$ cat src/rtl/reg_file_mp_if.sv
// reg_file_mp_if: decode-side request and read-data bundle for reg_file_mp.
// master = instruction decode / bench, slave = register file.
interface reg_file_mp_if #(
    parameter int DATA_W = 16,
    parameter int ADDR_W = 4
);
    logic              clr_req;
    logic [1:0]        RegW;
    logic [ADDR_W-1:0] DR;
    logic [ADDR_W-1:0] SR1;
    logic [ADDR_W-1:0] SR2;
    logic [DATA_W-1:0] Write_data;
    logic [DATA_W-1:0] SR1_Data;
    logic [DATA_W-1:0] SR2_Data;
    logic              busy;

    modport master (
        output clr_req, RegW, DR, SR1, SR2, Write_data,
        input  SR1_Data, SR2_Data, busy
    );

    modport slave (
        input  clr_req, RegW, DR, SR1, SR2, Write_data,
        output SR1_Data, SR2_Data, busy
    );
endinterface

$ cat src/rtl/reg_file_mp.sv
// reg_file_mp: one-write / two-registered-read register file with a hardware
// clear sweep (every entry <- INIT_VAL after reset or on clr_req), read-hold
// mode (RegW=10) and optional write-first bypass.
// Optional feature macro: REG_FILE_MP_BYPASS_EN (undefined = read-first).
// The storage array has no reset so it can map onto RAM; the sweep initialises it.
module reg_file_mp #(
    parameter int              DATA_W   = 16,
    parameter int              ADDR_W   = 4,
    parameter int              DEPTH    = 16,
    parameter logic [DATA_W-1:0] INIT_VAL = 16'd12345
) (
    input  logic          clk,
    input  logic          rst_n,
    reg_file_mp_if.slave  bus
);

    typedef enum logic {
        CLEAR = 1'b0,
        RUN   = 1'b1
    } state_t;

    localparam logic [ADDR_W-1:0] LAST_IDX = ADDR_W'(DEPTH - 1);

`ifdef REG_FILE_MP_BYPASS_EN
    localparam bit BYPASS = 1'b1;
`else
    localparam bit BYPASS = 1'b0;
`endif

    logic [DATA_W-1:0] mem [DEPTH];

    state_t            state_q;
    logic [ADDR_W-1:0] clr_cnt_q;
    logic              busy_q;
    logic [DATA_W-1:0] sr1_q;
    logic [DATA_W-1:0] sr2_q;

    logic [DATA_W-1:0] sr1_d;
    logic [DATA_W-1:0] sr2_d;
    logic              run_wr;
    logic              mem_we;
    logic [ADDR_W-1:0] mem_waddr;
    logic [DATA_W-1:0] mem_wdata;

    function automatic logic in_range(input logic [ADDR_W-1:0] idx);
        return 32'(idx) < 32'(DEPTH);
    endfunction

    // Read-data selection and the single shared write port (sweep or RegW write).
    always_comb begin
        run_wr    = (state_q == RUN) && bus.RegW[0] && in_range(bus.DR);
        sr1_d     = '0;
        sr2_d     = '0;
        if (in_range(bus.SR1)) begin
            sr1_d = (BYPASS && run_wr && (bus.DR == bus.SR1)) ? bus.Write_data : mem[bus.SR1];
        end
        if (in_range(bus.SR2)) begin
            sr2_d = (BYPASS && run_wr && (bus.DR == bus.SR2)) ? bus.Write_data : mem[bus.SR2];
        end
        mem_we    = 1'b0;
        mem_waddr = bus.DR;
        mem_wdata = bus.Write_data;
        if (state_q == CLEAR) begin
            mem_we    = 1'b1;
            mem_waddr = clr_cnt_q;
            mem_wdata = INIT_VAL;
        end else if (run_wr) begin
            mem_we    = 1'b1;
        end
    end

    // Storage array write, no reset.
    always_ff @(posedge clk) begin
        if (mem_we) begin
            mem[mem_waddr] <= mem_wdata;
        end
    end

    // Sweep/run sequencer with registered busy and read-data outputs.
    always_ff @(posedge clk or negedge rst_n) begin
        if (!rst_n) begin
            state_q   <= CLEAR;
            clr_cnt_q <= '0;
            busy_q    <= 1'b1;
            sr1_q     <= '0;
            sr2_q     <= '0;
        end else begin
            case (state_q)
                CLEAR: begin
                    sr1_q <= '0;
                    sr2_q <= '0;
                    if (clr_cnt_q == LAST_IDX) begin
                        state_q   <= RUN;
                        clr_cnt_q <= '0;
                        busy_q    <= 1'b0;
                    end else begin
                        clr_cnt_q <= clr_cnt_q + 1'b1;
                    end
                end
                RUN: begin
                    if (bus.RegW != 2'b10) begin
                        sr1_q <= sr1_d;
                        sr2_q <= sr2_d;
                    end
                    if (bus.clr_req) begin
                        state_q   <= CLEAR;
                        clr_cnt_q <= '0;
                        busy_q    <= 1'b1;
                    end
                end
                default: begin
                    state_q <= CLEAR;
                end
            endcase
        end
    end

    assign bus.SR1_Data = sr1_q;
    assign bus.SR2_Data = sr2_q;
    assign bus.busy     = busy_q;

endmodule

$ cat src/flat_wrapper.sv
// flat-port wrapper written by rule: the top's interface ports become plain ports
module reg_file_mp_flat 
#(
    parameter int              DATA_W   = 16,
    parameter int              ADDR_W   = 4,
    parameter int              DEPTH    = 16,
    parameter logic [DATA_W-1:0] INIT_VAL = 16'd12345
)
  (clk, rst_n, bus_clr_req, bus_RegW, bus_DR, bus_SR1, bus_SR2, bus_Write_data, bus_SR1_Data, bus_SR2_Data, bus_busy);
  reg_file_mp_if #(.DATA_W(DATA_W), .ADDR_W(ADDR_W)) bus_i ();
  input  logic clk;
  input  logic rst_n;
  input wire logic [$bits(bus_i.clr_req)-1:0] bus_clr_req;
  input wire logic [$bits(bus_i.RegW)-1:0] bus_RegW;
  input wire logic [$bits(bus_i.DR)-1:0] bus_DR;
  input wire logic [$bits(bus_i.SR1)-1:0] bus_SR1;
  input wire logic [$bits(bus_i.SR2)-1:0] bus_SR2;
  input wire logic [$bits(bus_i.Write_data)-1:0] bus_Write_data;
  output wire logic [$bits(bus_i.SR1_Data)-1:0] bus_SR1_Data;
  output wire logic [$bits(bus_i.SR2_Data)-1:0] bus_SR2_Data;
  output wire logic [$bits(bus_i.busy)-1:0] bus_busy;
  assign bus_i.clr_req = bus_clr_req;
  assign bus_i.RegW = bus_RegW;
  assign bus_i.DR = bus_DR;
  assign bus_i.SR1 = bus_SR1;
  assign bus_i.SR2 = bus_SR2;
  assign bus_i.Write_data = bus_Write_data;
  assign bus_SR1_Data = bus_i.SR1_Data;
  assign bus_SR2_Data = bus_i.SR2_Data;
  assign bus_busy = bus_i.busy;
  reg_file_mp #(.DATA_W(DATA_W), .ADDR_W(ADDR_W), .DEPTH(DEPTH), .INIT_VAL(INIT_VAL)) u_core (.clk(clk), .rst_n(rst_n), .bus(bus_i));
endmodule
$ cat config.mk
export PLATFORM = sky130hd
export DESIGN_NAME = reg_file_mp_flat
export DESIGN_NICKNAME = d
export VERILOG_FILES = /design/src/rtl/reg_file_mp_if.sv /design/src/rtl/reg_file_mp.sv /design/src/flat_wrapper.sv
export SDC_FILE = /design/constraint.sdc
export NUM_CORES = 1
export LEC_CHECK = 0
export CAP_MARGIN = 20
export CORE_ASPECT_RATIO = 1.5
export CORE_UTILIZATION = 40
export DETAILED_ROUTE_END_ITERATION = 12
export GPL_ROUTABILITY_DRIVEN = 0
export SYNTH_ARGS = -nofsm -noshare
export SYNTH_HDL_FRONTEND = slang
export SYNTH_SLANG_ARGS = --single-unit
export TNS_END_PERCENT = 5
$ cat constraint.sdc
create_clock -name clk -period 5.25 [get_ports clk]
set_clock_uncertainty 0.05 [all_clocks]
set_input_delay 1.575 -clock clk [delete_from_list [all_inputs] [get_ports clk]]
set_output_delay 1.575 -clock clk [all_outputs]
set_load 0.01 [all_outputs]
==> metrics.md, run 1 <==
| Metric | Value |
|---|---|
| Status | finished clean |
| Worst Hold Depth | 1 |
| Die height | 230 µm |
| Largest fanout on the critical path | 3 |
| Crit-path max cell delay | 550 ps |
| Vias in the first global route | 7841 |
| Antenna viol nets, final | 0 |
| Dpl cell area | 0.0150 mm² |
| Met1 GRT Util | 22.5% |
| WL final | 33800 µm |
| Mapped Avg Cell Area | 20.4 µm² |
| Layout cell share with drive strength beyond 1 | 15.7% |
| Synth area leaders | edfxtp_1 55%, mux4_1 19%, mux2i_1 7.0% |
| Hold buffers post-CTS | 0 |
| Final WS setup | 1980 ps |
| Final setup fails | 0 |
| Initial antenna violation count | 0 |
| # DRC | 0 |
| WL/cell | 28.3 µm |
| Family with the most delay on the worst path | buffers and inverters |
| TritonRoute pass-1 iters | 5 |
| Register area share after synthesis | 62.1% |
| Clk sink count | 294 |
| R2R Setup Slk | 2890 ps |
| GRT Total Usage | 19.5% |
| Met3 Track Usage GR | 2.12% |
| Core area | 0.0343 mm² |
| Clk Latency, worst-skew pair | 550 ps |
| PwrDens | 418 mW/mm² |
| Max VDD drop | 0.302 mV |
| Slew Viols, Final | 0 |
| Final Non-Filler Cells | 1195 |
| Drt initial violations | 385 |
| Final worst-path cycle share | 62.3% |
| Required @ worst endpoint | 3630 ps |
| CP Class | register to output port |
| Design Area, Final | 0.0159 mm² |
| Antenna Cells | 0 |
| Rows | 83 |
| Post-CTS Resized | 0 |
| GR Overflow Total | 0 |
| Largest net degree at the start of global routing | 65 |
| Yosys warning count | 0 |
| Fin crit period | 3270 ps |
| Maximum root-to-sink buffer count | 3 |
| Vias post-DR | 7181 |
| Port bufs | 65 |
| Area grow syn2layout | 14.2% |
| Syn Std Cell Area | 0.0139 mm² |
| Dpl cells | 1144 |
| Num ports | 66 |
| Lkg Pwr | 0.00553 µW |
| Chip width | 154 µm |
| Die ar. | 0.0356 mm² |
| Total negative setup slack | 0 ps |
| Yosys reg bits | 294 |
| Clock slew at reported path FFs | 60 ps |
| CTS tree | done |
| Post-CTS setup buffer count | 0 |
| HPWL Detailed | 21000 µm |
| Final hold vios | 0 |
| Critical Path Start Type | register |
| Max-cap viol count | 0 |
| R2r endpoint | u_core.mem[7][5] |
| Syn Nets | 717 |
| Synth unique cells | 31 |
| Slew margin rel. | 26.7% |
| Worst flop-to-flop path startpoint | u_core.state_q |
| Worst Reg-to-Reg Cells | 3 |
| Pre-CTS WS | 1350 ps |
| CP bufs+invs | 1 |
| Yosys top cell area share | 55.2% |
| CP cell instances | clkdlybuf4s50_1 |
| Post-Synthesis Cells | 683 |
| Starting density of the core | 40.6% |
| Worst slew pin tran | 1100 ps |
| Peak Freq | 306 MHz |
| Total CTS buffers | 28 |
| Clock H-tree levels | 1 |
| Met2 Resource Use GR | 36.8% |
| Fill count | 2842 |
| Hold Slack | 452 ps |
| Top Usage Layer GRT | met2 |
| RSZ-0062 raised after global routing | false |
| Hold Path Sink | u_core.bus.SR1_Data[11] |
| Slowest stage cell, crit path | clkdlybuf4s50_1 |
| First-pass GRT wire length | 50100 µm |
| Hold_sp | u_core.bus.SR1_Data[11] |
| CP Capture Type | output port |
| CTS Root Cell | clkbuf_16 |
| Via density | 6.01 |
| Worst min-delay path class | register to register |
| Area leader, netlist | edfxtp_1 |
| Worst Path Arrival | 1650 ps |
| Final #Nets | 784 |
[worst reg2reg max path: stages (launching register included)]
cell and delay (ps):
dfrtp_1 660, a41oi_1 400, nor2_2 660, buf_4 300
[where the power goes]
| part | leakage [µW] | total, µW | switching (µW) | internal (µW) |
|---|---|---|---|---|
| Sequential | 0.00273 | 3240 | 188 | 3050 |
| Clock | 0.000441 | 2020 | 868 | 1150 |
| Combinational | 0.00236 | 1390 | 833 | 554 |
[cell families after synthesis]
group	Yosys count	share of synthesized area, %
AOI/OAI and AO/OA	48	2.80
xor gates and xnor gates	1	0.0629
adders and majority gates	1	0.0899
buffers and inverters	60	2.74
DFF	294	62.1
muxes	225	30.4
and+or+nand+nor	54	1.85
[area by class of cell]
cell class	count	area [µm²]	area share (%)
multi-input cells	329	4950	31.1
inverters	5	18.8	0.118
flip-flops and latches	294	8640	54.3
well taps	425	532	3.34
clock buffers	32	737	4.63
repair buffers	92	853	5.37
clock inverters	18	174	1.09
[flip-flops by register name (all words and copies together) (netlist names)]
name,flops
u_core.mem,256
u_core.clr_cnt_q,4
u_core.state_q,1
u_core.bus.SR1_Data,16
u_core.bus.SR2_Data,16
u_core.bus.busy,1
[synth_stat cells, drive strengths merged]
| cell type | instances |
|---|---|
| nand2b | 6 |
| buf | 31 |
| a21oi | 3 |
| a22o | 32 |
| a32oi | 2 |
| nor2 | 23 |
| nand3 | 1 |
| nor2b | 2 |
| inv | 5 |
| mux4 | 128 |
| ha | 1 |
| mux2i | 97 |
| o22ai | 3 |
| a41oi | 2 |
| dfstp | 1 |
| clkbuf | 24 |
| o21ai | 2 |
| xnor2 | 1 |
| a31oi | 2 |
| nand2 | 8 |
| dfrtp | 37 |
| nor3 | 3 |
| o32a | 1 |
| and2 | 10 |
| edfxtp | 256 |
| and3b | 1 |
| o31a | 1 |
[worst max path at each step]
stage / cells past startpoint / slack (ps) / endpoint / from
finish: 1 / 1980 / bus_busy / u_core.bus.busy
global route: 4 / 1830 / u_core.mem[10][0] / bus_RegW[0]
CTS: 4 / 1940 / u_core.mem[10][0] / bus_RegW[0]
detailed placement: 4 / 1350 / u_core.mem[10][10] / bus_RegW[0]
global placement: 6 / 1440 / u_core.bus.SR1_Data[8] / bus_SR1[2]
floorplan: 3 / 2190 / u_core.mem[10][0] / bus_RegW[0]
[per-layer routing]
metal / share of wire, % / wire length, µm
met5: 0 / 0
met4: 3.2 / 1090
met3: 3.8 / 1270
met2: 55 / 18600
met1: 38 / 12900
[cells in the final DEF (no fill, tap or decap), types with 2 or more instances in the layout]
cell / count
bufinv_16: 3
inv_1: 5
clkinv_4: 2
and2_1: 10
nor2_2: 15
clkdlybuf4s50_1: 58
clkbuf_1: 3
buf_2: 3
nor2_1: 7
mux4_1: 100
a21oi_1: 3
clkbuf_16: 29
clkinv_2: 4
dfrtp_1: 37
clkinvlp_4: 2
nand2b_1: 6
o22ai_1: 3
clkinv_1: 6
a41oi_1: 2
o21ai_0: 2
nor3_1: 3
a31oi_1: 2
mux4_2: 28
a32oi_1: 2
a22o_1: 32
buf_4: 29
mux2i_1: 97
nand2_1: 8
edfxtp_1: 256
buf_12: 2
[per-stage QoR]
| stage | total power (µW) | utilization (%) |
|---|---|---|
| 2_1_floorplan | 4040 | - |
| 3_3_place_gp | 4630 | 43.7 |
| 3_5_place_dp | 4690 | 43.7 |
| 4_1_cts | 6700 | 46.3 |
| 5_1_grt | 6890 | 46.4 |
| 6_report | 6650 | 46.4 |
(Power assumes the default switching activity.)
==> inputs of run 2 (changes only) <==
clock period = 2.8 ns   (was 5.25 ns; I/O delays follow)
==> run 2 against run 1 <==
Final cell count grew 1.3%. Critical path depth is the same. Largest cell class unchanged. Highest routed layer unchanged. Clock-buffer cell count grew 3. Critical path type unchanged. Critical endpoint unchanged. First-iteration DRC count grew 27%. Sequential cell count is the same.
==> metrics.md, run 2 (same netlist as run 1, synthesis figures left out) <==
| Metric | Value |
|---|---|
| Commonest non-fill, non-tap cell in the layout | edfxtp_1 |
| Crit-path max cell delay | 540 ps |
| Internal Pwr Total | 9200 µW |
| Critical Path Start Type | register |
| Number of flip-flops in the largest register | 256 |
| Num ports | 66 |
| HPWL Detailed | 20300 µm |
| Final hold vios | 0 |
| Clock H-tree levels | 1 |
| Rows | 83 |
| Lkg Pwr | 0.00572 µW |
| Slowest stage cell, crit path | dfstp_2 |
| CP bufs+invs | 1 |
| Clk pwr share | 30.4% |
| Via density | 6.06 |
| Clk Latency, worst-skew pair | 550 ps |
| # DRC | 0 |
| Max VDD drop | 0.489 mV |
| Worst min-delay path class | primary input to async pin |
| Gate power share | 22.3% |
| RSZ-0062 raised after global routing | false |
| Largest net degree at the start of global routing | 65 |
| Switching Power | 3600 µW |
| Die height | 230 µm |
| WL/cell | 28.4 µm |
| Hold buffers post-CTS | 0 |
| Vias in the first global route | 7970 |
| Sw frac | 28.1% |
| Final worst-path cycle share | 89.5% |
| Total negative setup slack | 0 ps |
| Die ar. | 0.0356 mm² |
| CP Class | register to output port |
| Starting density of the core | 40.6% |
| Critical path depth | 1 |
| Family with the most delay on the worst path | flip-flops |
| Layout cell share with drive strength beyond 1 | 17.7% |
| Vias post-DR | 7327 |
| Sequential Power Share | 47.3% |
| Maximum root-to-sink buffer count | 3 |
| Status | finished clean |
| GR Overflow Total | 0 |
| Drt initial violations | 490 |
| Worst slew pin tran | 692 ps |
| Pre-CTS WS | 147 ps |
| TritonRoute pass-1 iters | 5 |
| PwrDens | 783 mW/mm² |
| Post-CTS setup buffer count | 0 |
| Max-cap viol count | 0 |
| Fin crit period | 2510 ps |
| Required @ worst endpoint | 1910 ps |
| Chip width | 154 µm |
| WL final | 34300 µm |
| Slew margin rel. | 53.9% |
| CP cell instances | clkdlybuf4s50_1 |
| Worst Reg-to-Reg Cells | 5 |
| Final WS setup | 293 ps |
| Clk sink count | 294 |
| First-pass GRT wire length | 50700 µm |
| CP Capture Type | output port |
| Area grow syn2layout | 17.4% |
| Initial antenna violation count | 0 |
| Port bufs | 65 |
| Slew Viols, Final | 0 |
| Total CTS buffers | 28 |
| Antenna viol nets, final | 0 |
| GRT Total Usage | 19.8% |
| Most frequent cells in the layout | 256 x edfxtp_1, 100 x mux4_1, 97 x mux2i_1 |
| Peak Freq | 399 MHz |
| CTS Root Cell | clkbuf_16 |
| Largest fanout on the critical path | 3 |
| Final #Nets | 797 |
| Worst Path Arrival | 1620 ps |
| Clock slew at reported path FFs | 70 ps |
| CTS tree | done |
| Core area | 0.0343 mm² |
| Antenna Cells | 0 |
| Post-CTS Resized | 0 |
| Final setup fails | 0 |
| Most flops, register | u_core.mem |
==> run 2: final timing paths <==
check / to / slack [ps] / start
min reg2reg: u_core.bus.busy / 450 / u_core.bus.busy
min in group clk: u_core.bus.busy / 450 / u_core.bus.busy
max: bus_busy / 290 / u_core.bus.busy
min: u_core.bus.SR1_Data[10] / 360 / rst_n
max reg2reg: u_core.mem[6][15] / 600 / u_core.state_q
max in group asynchronous: u_core.bus.SR1_Data[0] / 1870 / rst_n
==> run 2: metal layers <==
layer / GRT usage (%) / vias up / share of wire (%)
li1: - / 3143 / -
met1: 23.9 / 3918 / 39
met2: 36.7 / 216 / 54
met3: 1.78 / 50 / 3.9
met4: 6.87 / 0 / 2.8
met5: 0 / - / 0
==> run 2: area by class of cell <==
| cell class | count | area (µm²) |
|---|---|---|
| multi-input combinational | 329 | 4940 |
| fill | 2847 | 17900 |
| tap | 425 | 532 |
| sequential | 294 | 8640 |
| clock inverter | 17 | 168 |
| timing repair buffer | 105 | 1270 |
| clock buffer | 35 | 778 |
| inverter | 5 | 18.8 |
==> run 2: power by group through the flow <==
stage	Sequential, µW	Clock [µW]	Combinational (µW)
detailed placement	6150	0	2900
floorplan	6030	0	1550
global placement	6080	0	2860
CTS	6060	3940	2900
finish	6060	3890	2850
global route	6130	4120	3030
==> run 2: per-stage QoR <==
| stage | hold WS, ps | area [µm²] | std cells | total power, µW | util, % |
|---|---|---|---|---|---|
| 3_3_place_gp | 437 | 15400 | 1158 | 8940 | 44.9 |
| 4_1_cts | 361 | 16300 | 1210 | 12900 | 47.7 |
| 6_report | 359 | 16300 | 1210 | 12800 | 47.7 |
| 5_1_grt | 388 | 16300 | 1210 | 13300 | 47.7 |
| 2_1_floorplan | 451 | 13900 | 683 | 7580 | - |
| 3_5_place_dp | 441 | 15400 | 1158 | 9040 | 44.9 |
